File: src/rtl/mem_access_pkg.sv
// rtl/mem_access_pkg.sv - shared size codes, FSM states and latencies for mem_access_unit
package mem_access_pkg;

  localparam logic [1:0] SZ_BYTE = 2'b00;
  localparam logic [1:0] SZ_HALF = 2'b01;
  localparam logic [1:0] SZ_WORD = 2'b10;

  localparam int LD_LAT  = 3;
  localparam int SW_LAT  = 2;
  localparam int RMW_LAT = 4;

  typedef enum logic [2:0] {
    IDLE      = 3'd0,
    LD_ISSUE  = 3'd1,
    LD_DATA   = 3'd2,
    ST_WR     = 3'd3,
    RMW_RD    = 3'd4,
    RMW_MERGE = 3'd5,
    RMW_WR    = 3'd6,
    RESP      = 3'd7
  } state_t;

  function automatic logic misaligned(input logic [1:0] size, input logic [1:0] addr_lo);
    return (size == 2'b11) ||
           ((size == SZ_HALF) && addr_lo[0]) ||
           ((size == SZ_WORD) && (addr_lo != 2'b00));
  endfunction

endpackage

File: src/rtl/mem_access_unit_load_align.sv
// rtl/mem_access_unit_load_align.sv - byte/half extract+extend for loads and merge for sub-word stores
module load_align
  import mem_access_pkg::*;
(
  input  logic [31:0] word,
  input  logic [1:0]  addr_lo,
  input  logic [1:0]  size,
  input  logic        sign_ext,
  input  logic [31:0] wdata,
  output logic [31:0] rdata,
  output logic [31:0] merged
);

  logic [7:0]  byte_sel;
  logic [15:0] half_sel;

  always_comb begin
    byte_sel = word[{addr_lo, 3'b000} +: 8];
    half_sel = addr_lo[1] ? word[31:16] : word[15:0];
    rdata    = word;
    merged   = word;
    case (size)
      SZ_BYTE: begin
        rdata = {{24{sign_ext & byte_sel[7]}}, byte_sel};
        merged[{addr_lo, 3'b000} +: 8] = wdata[7:0];
      end
      SZ_HALF: begin
        rdata = {{16{sign_ext & half_sel[15]}}, half_sel};
        if (addr_lo[1]) merged[31:16] = wdata[15:0];
        else            merged[15:0]  = wdata[15:0];
      end
      default: begin
        rdata  = word;
        merged = wdata;
      end
    endcase
  end

endmodule

File: src/rtl/mem_access_unit.sv
// rtl/mem_access_unit.sv - byte-addressed load/store front end for a word-only data memory
// MEM_ACCESS_RMW_EN enables read-modify-write sub-word stores; otherwise they return an error.
module mem_access_unit
  import mem_access_pkg::*;
#(
  parameter int ADDR_W  = 17,
  parameter int WORD_AW = 15
) (
  input  logic               clk,
  input  logic               rst,
  input  logic               req_valid,
  output logic               req_ready,
  input  logic               req_write,
  input  logic [1:0]         req_size,
  input  logic               req_signed,
  input  logic [ADDR_W-1:0]  req_addr,
  input  logic [31:0]        req_wdata,
  output logic               resp_valid,
  output logic [31:0]        resp_rdata,
  output logic               resp_err,
  output logic [WORD_AW-1:0] mem_dira,
  output logic [31:0]        mem_write_data,
  output logic               mem_memwrite,
  output logic               mem_memread,
  input  logic [31:0]        mem_out
);

  state_t            state;
  logic [ADDR_W-1:0] addr_q;
  logic [1:0]        size_q;
  logic              signed_q;
  logic [31:0]       wr_data_q;
  logic              req_err;
  logic [31:0]       align_rdata;
  logic [31:0]       align_merged;

`ifdef MEM_ACCESS_RMW_EN
  assign req_err = misaligned(req_size, req_addr[1:0]);
`else
  // Without byte enables there is no way to do a sub-word store in one write.
  assign req_err = misaligned(req_size, req_addr[1:0]) ||
                   (req_write && (req_size != SZ_WORD));
  logic unused_merged;
  assign unused_merged = ^align_merged;
`endif

  load_align u_load_align (
    .word     (mem_out),
    .addr_lo  (addr_q[1:0]),
    .size     (size_q),
    .sign_ext (signed_q),
    .wdata    (wr_data_q),
    .rdata    (align_rdata),
    .merged   (align_merged)
  );

  assign req_ready      = (state == IDLE);
  assign resp_valid     = (state == RESP);
  assign mem_memread    = (state == LD_ISSUE) || (state == RMW_RD);
  assign mem_memwrite   = (state == ST_WR) || (state == RMW_WR);
  assign mem_dira       = addr_q[ADDR_W-1:2];
  assign mem_write_data = wr_data_q;

  always_ff @(posedge clk or posedge rst) begin
    if (rst) begin
      state      <= IDLE;
      addr_q     <= '0;
      size_q     <= '0;
      signed_q   <= 1'b0;
      wr_data_q  <= '0;
      resp_rdata <= '0;
      resp_err   <= 1'b0;
    end else begin
      case (state)
        IDLE: begin
          if (req_valid) begin
            addr_q    <= req_addr;
            size_q    <= req_size;
            signed_q  <= req_signed;
            wr_data_q <= req_wdata;
            if (req_err) begin
              resp_err   <= 1'b1;
              resp_rdata <= '0;
              state      <= RESP;
            end else if (!req_write) begin
              state <= LD_ISSUE;
            end else if (req_size == SZ_WORD) begin
              state <= ST_WR;
            end
`ifdef MEM_ACCESS_RMW_EN
            else begin
              state <= RMW_RD;
            end
`endif
          end
        end
        LD_ISSUE: state <= LD_DATA;
        LD_DATA: begin
          resp_rdata <= align_rdata;
          resp_err   <= 1'b0;
          state      <= RESP;
        end
        ST_WR: begin
          resp_rdata <= '0;
          resp_err   <= 1'b0;
          state      <= RESP;
        end
`ifdef MEM_ACCESS_RMW_EN
        RMW_RD: state <= RMW_MERGE;
        // The merge overwrites the write-data register so RMW_WR drives it unchanged.
        RMW_MERGE: begin
          wr_data_q <= align_merged;
          state     <= RMW_WR;
        end
        RMW_WR: begin
          resp_rdata <= '0;
          resp_err   <= 1'b0;
          state      <= RESP;
        end
`endif
        RESP:    state <= IDLE;
        default: state <= IDLE;
      endcase
    end
  end

endmodule
File: config.mk
export PLATFORM = sky130hd
export DESIGN_NAME = mem_access_unit
export DESIGN_NICKNAME = d
export VERILOG_FILES = /design/src/rtl/mem_access_pkg.sv /design/src/rtl/mem_access_unit_load_align.sv /design/src/rtl/mem_access_unit.sv
export SDC_FILE = /design/constraint.sdc
export NUM_CORES = 1
export LEC_CHECK = 0
export ABC_AREA = 1
export CAP_MARGIN = 10
export CORE_MARGIN = 1.5
export CORE_UTILIZATION = 40
export DETAILED_ROUTE_END_ITERATION = 8
export PLACE_DENSITY = 0.78
export SYNTH_ARGS = -nofsm -noshare
export SYNTH_HDL_FRONTEND = slang
export SYNTH_SLANG_ARGS = --single-unit
File: constraint.sdc
create_clock -name clk -period 3.43 [get_ports clk]
set_input_delay 1.029 -clock clk [delete_from_list [all_inputs] [get_ports clk]]
set_output_delay 1.029 -clock clk [all_outputs]
set_load 0.05 [all_outputs]
-- Word level (Yosys, flattened, before mapping)
Index checks and enable logic that the tools add are counted.
- bits of input ports: 88
- register bits: 88
- output and inout port bits: 84
- word-level logic and storage cells: 55
- shift-type cells: 1
- multiplexer cells: 13
- reductions and logical operators: 18
- bitwise gates (word level): 2
- equal/unequal tests: 14
- operators by type and width (kind ; count):
    $pmux 32 s3 ; 1
    $mux 32 ; 2
    $pmux 32 s2 ; 1
    $shiftx 32x6->8 ; 1
    $mux 16 ; 1
    $mux 3 ; 4
    $eq 3x3->1 const B ; 3
    $pmux 3 s3 ; 1
    $eq 3x2->1 const B ; 2
    $reduce_and 3->1 ; 2
    $logic_or 1x1->1 ; 5
    $eq 2x1->1 const B ; 2
    $eq 2x2->1 const B ; 2
    $ne 2x2->1 const B ; 2
    $ne 4x2->1 const B ; 1
    $reduce_and 2->1 ; 2
    $reduce_bool 2->1 ; 2
    $eq 3x1->1 const B ; 1
    $logic_and 1x1->1 ; 3
    $logic_not 3->1 ; 1
    $reduce_bool 3->1 ; 1
    $and 1x1->1 ; 2
    $logic_not 2->1 ; 1
    $mux 1 ; 2
    3 further kinds ; 3

-- Logic depth before layout (Yosys ltp)
- depth after elaboration: 8
- depth in mapped cells: 11

-- Cells and area by module
Synthesis repeated with hierarchy kept, for this count alone.
- cells, all modules: 808
- area total of the unflattened synthesis: 5338.9 µm²
- modules (own cells, without submodules) (module ; cells each ; area each (µm²) ; times used):
    mem_access_unit ; 407 ; 3533.4 ; 1
    load_align ; 401 ; 1805.5 ; 1

-- Worst setup path before layout
Ideal clock, no wire load.
- kind: flip-flop to output port
- from: register state[2]
- to: output mem_memread
- slack: 790 ps
- data required time: 2401 ps
- cell stages (with the launch flop): 5
- data arrival time: 1611 ps
- cell sequence: dfrtp_1 -> inv_2 -> nand2_2 -> inv_1 -> nor3_1
- word-level cells in the longest chain between the ends: 2
- elaborated cells between the ends (all ways): 3
- classes of those cells: eq/ne: 2; reduce/logical: 1
- RTL lines (item ; line ; source):
    start: declaration ; mem_access_unit.sv:28 ; state_t state;
    start signal: assignment ; mem_access_unit.sv:66 ; state <= IDLE;
    start signal: assignment ; mem_access_unit.sv:84 ; state <= RESP;
    start signal: assignment ; mem_access_unit.sv:86 ; state <= LD_ISSUE;
    $eq 3x1->1 or $eq 3x3->1 (tied branches) ; mem_access_unit.sv:59 ; assign mem_memread = (state == LD_ISSUE) || (state == RMW_RD);
    $logic_or 1x1->1 (*) ; mem_access_unit.sv:59 ;
    end: declaration ; mem_access_unit.sv:24 ; output logic mem_memread,
Every way passes the cells marked *; elsewhere a longest branch is shown, timed or not.

-- Final worst setup path
- from: register state[2]
- to: output mem_memwrite
- word-level cells in the longest chain between the ends: 2
- elaborated cells between the ends (all ways): 3
- classes of those cells: eq/ne: 2; reduce/logical: 1
- RTL lines (item ; line ; source):
    $eq 3x2->1 or $eq 3x3->1 (tied branches) ; mem_access_unit.sv:60 ; assign mem_memwrite = (state == ST_WR) || (state == RMW_WR);
    $logic_or 1x1->1 (*) ; mem_access_unit.sv:60 ;
    end: declaration ; mem_access_unit.sv:23 ; output logic mem_memwrite,
Marks and branches as above.

==> metrics.md <==
| Metric | Value |
|---|---|
| CP bufs+invs | 2 |
| Worst-margin pin slew | 0.902 ns |
| HP Class | reg -> reg |
| Max Clk Rate | 332 MHz |
| Largest family of logic cells by synthesized area | simple AND/OR/NAND/NOR gates |
| Leakage power | 3.05 nW |
| Final wirelength | 10.8 mm |
| Flop pwr share | 28.2% |
| Final ANT Viol Nets | 0 |
| Initial antenna violation count | 0 |
| DP HPWL | 8.07 mm |
| Mux cell area share after synthesis | 15.2% |
| Final setup viols | 0 |
| Max stage delay on crit path | 0.84 ns |
| Avg Cell Area, Syn | 9.39 um^2 |
| Worst slew margin | 39.9% |
| WL per Instance | 14.2 um |
| H-tree levels | 3 |
| Cell area after layout | 0.00621 mm^2 |
| CTS buffer count | 9 |
| Clk pwr share | 10.1% |
| Critical-path cell list | nand2_1 > inv_1 > nor3_1 > clkdlybuf4s50_1 |
| Rows | 37 |
| I/O Buffers | 171 |
| Sw power | 3.20 mW |
| Final Net Count | 703 |
| Area Growth Syn to Fin | 43.5% |
| Skew final | 0.0105 ns |
| Commonest non-fill, non-tap cell in the layout | nand2_1 |
| Post-DP Area | 0.00604 mm^2 |
| Critical path's top delay family | buffers and inverters |
| Area occupied by registers | 0.00220 mm^2 |
| Largest net degree at the start of global routing | 62 |
| Crit-path slowest cell | clkdlybuf4s50_1 |
| Hold slack | 0.477 ns |
| Post-synthesis register bit count | 88 |
| RSZ-0062 raised after global routing | false |
| Switching Fraction | 49.8% |
| Internal | 3.22 mW |
| DR vias | 3,588 |
| Final Wtd Congestion | 0.850 |
| # resized after CTS | 0 |
| Clock-pin slew on the worst setup and hold paths | 0.09 ns |
| Worst Path Max Fanout | 4 |
| Pwr/cell area | 1030 mW/mm^2 |
| Ys Warns | 0 |
| Global-route wire length before repair | 17.6 mm |
| Data required, critical path | 2.40 ns |
| Initial DRC count | 152 |
| Highest-count cells in the layout ignoring fill and taps | 175 x nand2_1, 171 x clkdlybuf4s50_1, 88 x dfrtp_1, 38 x nor2_1, 31 x mux2_4 |
| # DRC | 0 |
| Crit path kind | reg -> out |
| Starting Density | 41.6% |
| Max VDD drop | 0.622 mV |
| Vias in the first global route | 3,716 |
| DR pass1 iterations | 4 |
| Final worst-path cycle share | 87.8% |
| Root Driver | clkbuf_8 |
| Post-Synth Simple-Gate Area | 22.6% |
| Clk_lat worst skew | 0.35 ns |
| Crit start category | register |
| Clock sink count | 88 |
| DIE AREA | 0.0115 mm^2 |
| Number of fill cells | 889 |
| XOR/XNOR Fraction of Synth Area | 0% |
| Crit path arrival time | 1.98 ns |
| Status | complete, no violations |
| Number of max-cap violations | 0 |
| Synth Area in Adders | 0% |
| Cell Area, Synth | 0.00433 mm^2 |
| I/O pins | 172 |
| Final Hold Viols | 0 |
| Postcts setup bufs | 0 |
| Die Wd | 107 um |
| Core area | 0.0104 mm^2 |
| Hold-fix buffers at CTS | 0 |
| Setup tns final | 0 ns |
| Layout cell share with drive strength beyond 1 | 13.2% |
| Total GRT Usage | 19.2% |
| Synth Area in Compound Gates | 3.38% |
| Diode count | 0 |
| Sequential element share of the synthesized area | 50.9% |
| Logic pwr share | 61.6% |
| Grt ovf | 0 |
| CP endpoint kind | output pin |
| Multi-input logic area | 0.00178 mm^2 |
| Distinct cells, synth | 26 |
| Synthesized Nets | 549 |
| CTS tree | yes |
| Pins Over Slew Limit | 0 |
| DIE HEIGHT | 107 um |
| Synthesized instance count | 461 |
| Minimum clock period | 3.01 ns |
| Clock Path Buffers | 2 |
| Vias/cell | 4.75 |
## kinds of logic (layout without fill, tap and decap cells)
kind of cell	Yosys count	after routing
AOI/OAI and AO/OA	29	29
buffers and inverters	59	218
DFF	88	88
muxes	48	48
and+or+nand+nor	237	237
## cells in the mapped netlist
master	number	area share [%]
nand2_1	176	15
dfrtp_1	88	51
nor2_1	38	3.3
mux2_4	31	11
o21ai_0	20	2.3
inv_1	19	1.6
mux2_2	16	4.2
buf_4	15	2.6
nand3_1	12	1.4
a21oi_1	8	0.92
clkbuf_1	7	0.61
buf_6	6	1.6
buf_2	5	0.58
inv_2	4	0.35
nand2_2	3	0.43
nor3_1	3	0.35
buf_8	1	0.35
clkinv_1	1	0.087
inv_8	1	0.26
mux2_1	1	0.26
nand2_4	1	0.26
nand2_8	1	0.46
nand3_4	1	0.40
nor2_4	1	0.26
nor2_8	1	0.46
o22ai_1	1	0.14
## state kept, by name (all words and copies together) (netlist names)
| signal | count |
|---|---|
| mem_write_data | 32 |
| resp_rdata | 32 |
| addr_q | 17 |
| state | 3 |
| size_q | 2 |
| resp_err | 1 |
| signed_q | 1 |
## per-stage QoR
| stage | total power [mW] | util, % | worst slack (ns) | cells |
|---|---|---|---|---|
| after floorplan | 4.73 | - | 0.122 | 461 |
| after global placement | 5.72 | 58.0 | 0.850 | 740 |
| after detailed placement | 5.79 | 58.0 | 0.794 | 740 |
| after CTS | 6.47 | 59.6 | 0.405 | 756 |
| after global routing | 6.79 | 59.6 | 0.285 | 756 |
| final | 6.41 | 59.6 | 0.418 | 756 |
## final cells by class
type                            count  area share [%]
Sequential cell                    88            35.4
Multi-Input combinational cell    314            28.7
Timing Repair Buffer              177            28.7
Tap cell                          136            2.74
Clock buffer                       11            2.11
Inverter                           25            1.65
Clock inverter                      5           0.665
## metal layers
| layer | global-route usage (%) | vias up | share of wire, % | routed length [um] |
|---|---|---|---|---|
| li1 | - | 1741 | - | - |
| met1 | 24.0 | 1683 | 42 | 4540 |
| met2 | 32.6 | 144 | 49 | 5250 |
| met3 | 4.19 | 20 | 7.0 | 752 |
| met4 | 6.86 | 0 | 2.0 | 210 |
| met5 | 0 | - | 0 | 0 |
## power groups by stage
| stage | clock, mW | combinational [mW] | sequential [mW] |
|---|---|---|---|
| 2_1_floorplan | 0 | 2.00 | 2.73 |
| 3_3_place_gp | 0 | 3.91 | 1.81 |
| 3_5_place_dp | 0 | 3.97 | 1.82 |
| 4_1_cts | 0.671 | 3.98 | 1.82 |
| 5_1_grt | 0.707 | 4.21 | 1.87 |
| 6_report | 0.648 | 3.95 | 1.81 |
## tightest hold or removal path, delay by kind of cell, from the launching register on
family / cells / cell delay (ns)
DFF: 1 / 0.35
and+or+nand+nor: 2 / 0.09
## final timing paths
| check | startpoint | to | slack [ns] | cells past startpoint |
|---|---|---|---|---|
| hold reg to reg | resp_rdata[2] | resp_rdata[2] | 0.48 | 2 |
| setup reg to reg | size_q[1] | resp_rdata[19] | 1.35 | 9 |
| setup / recovery | state[2] | mem_memwrite | 0.42 | 4 |
| min in group asynchronous | rst | mem_write_data[2] | 1.01 | 2 |
| hold / removal | resp_rdata[2] | resp_rdata[2] | 0.48 | 2 |
| max in group asynchronous | rst | resp_rdata[4] | 1.73 | 3 |
(Power assumes the default switching activity.)
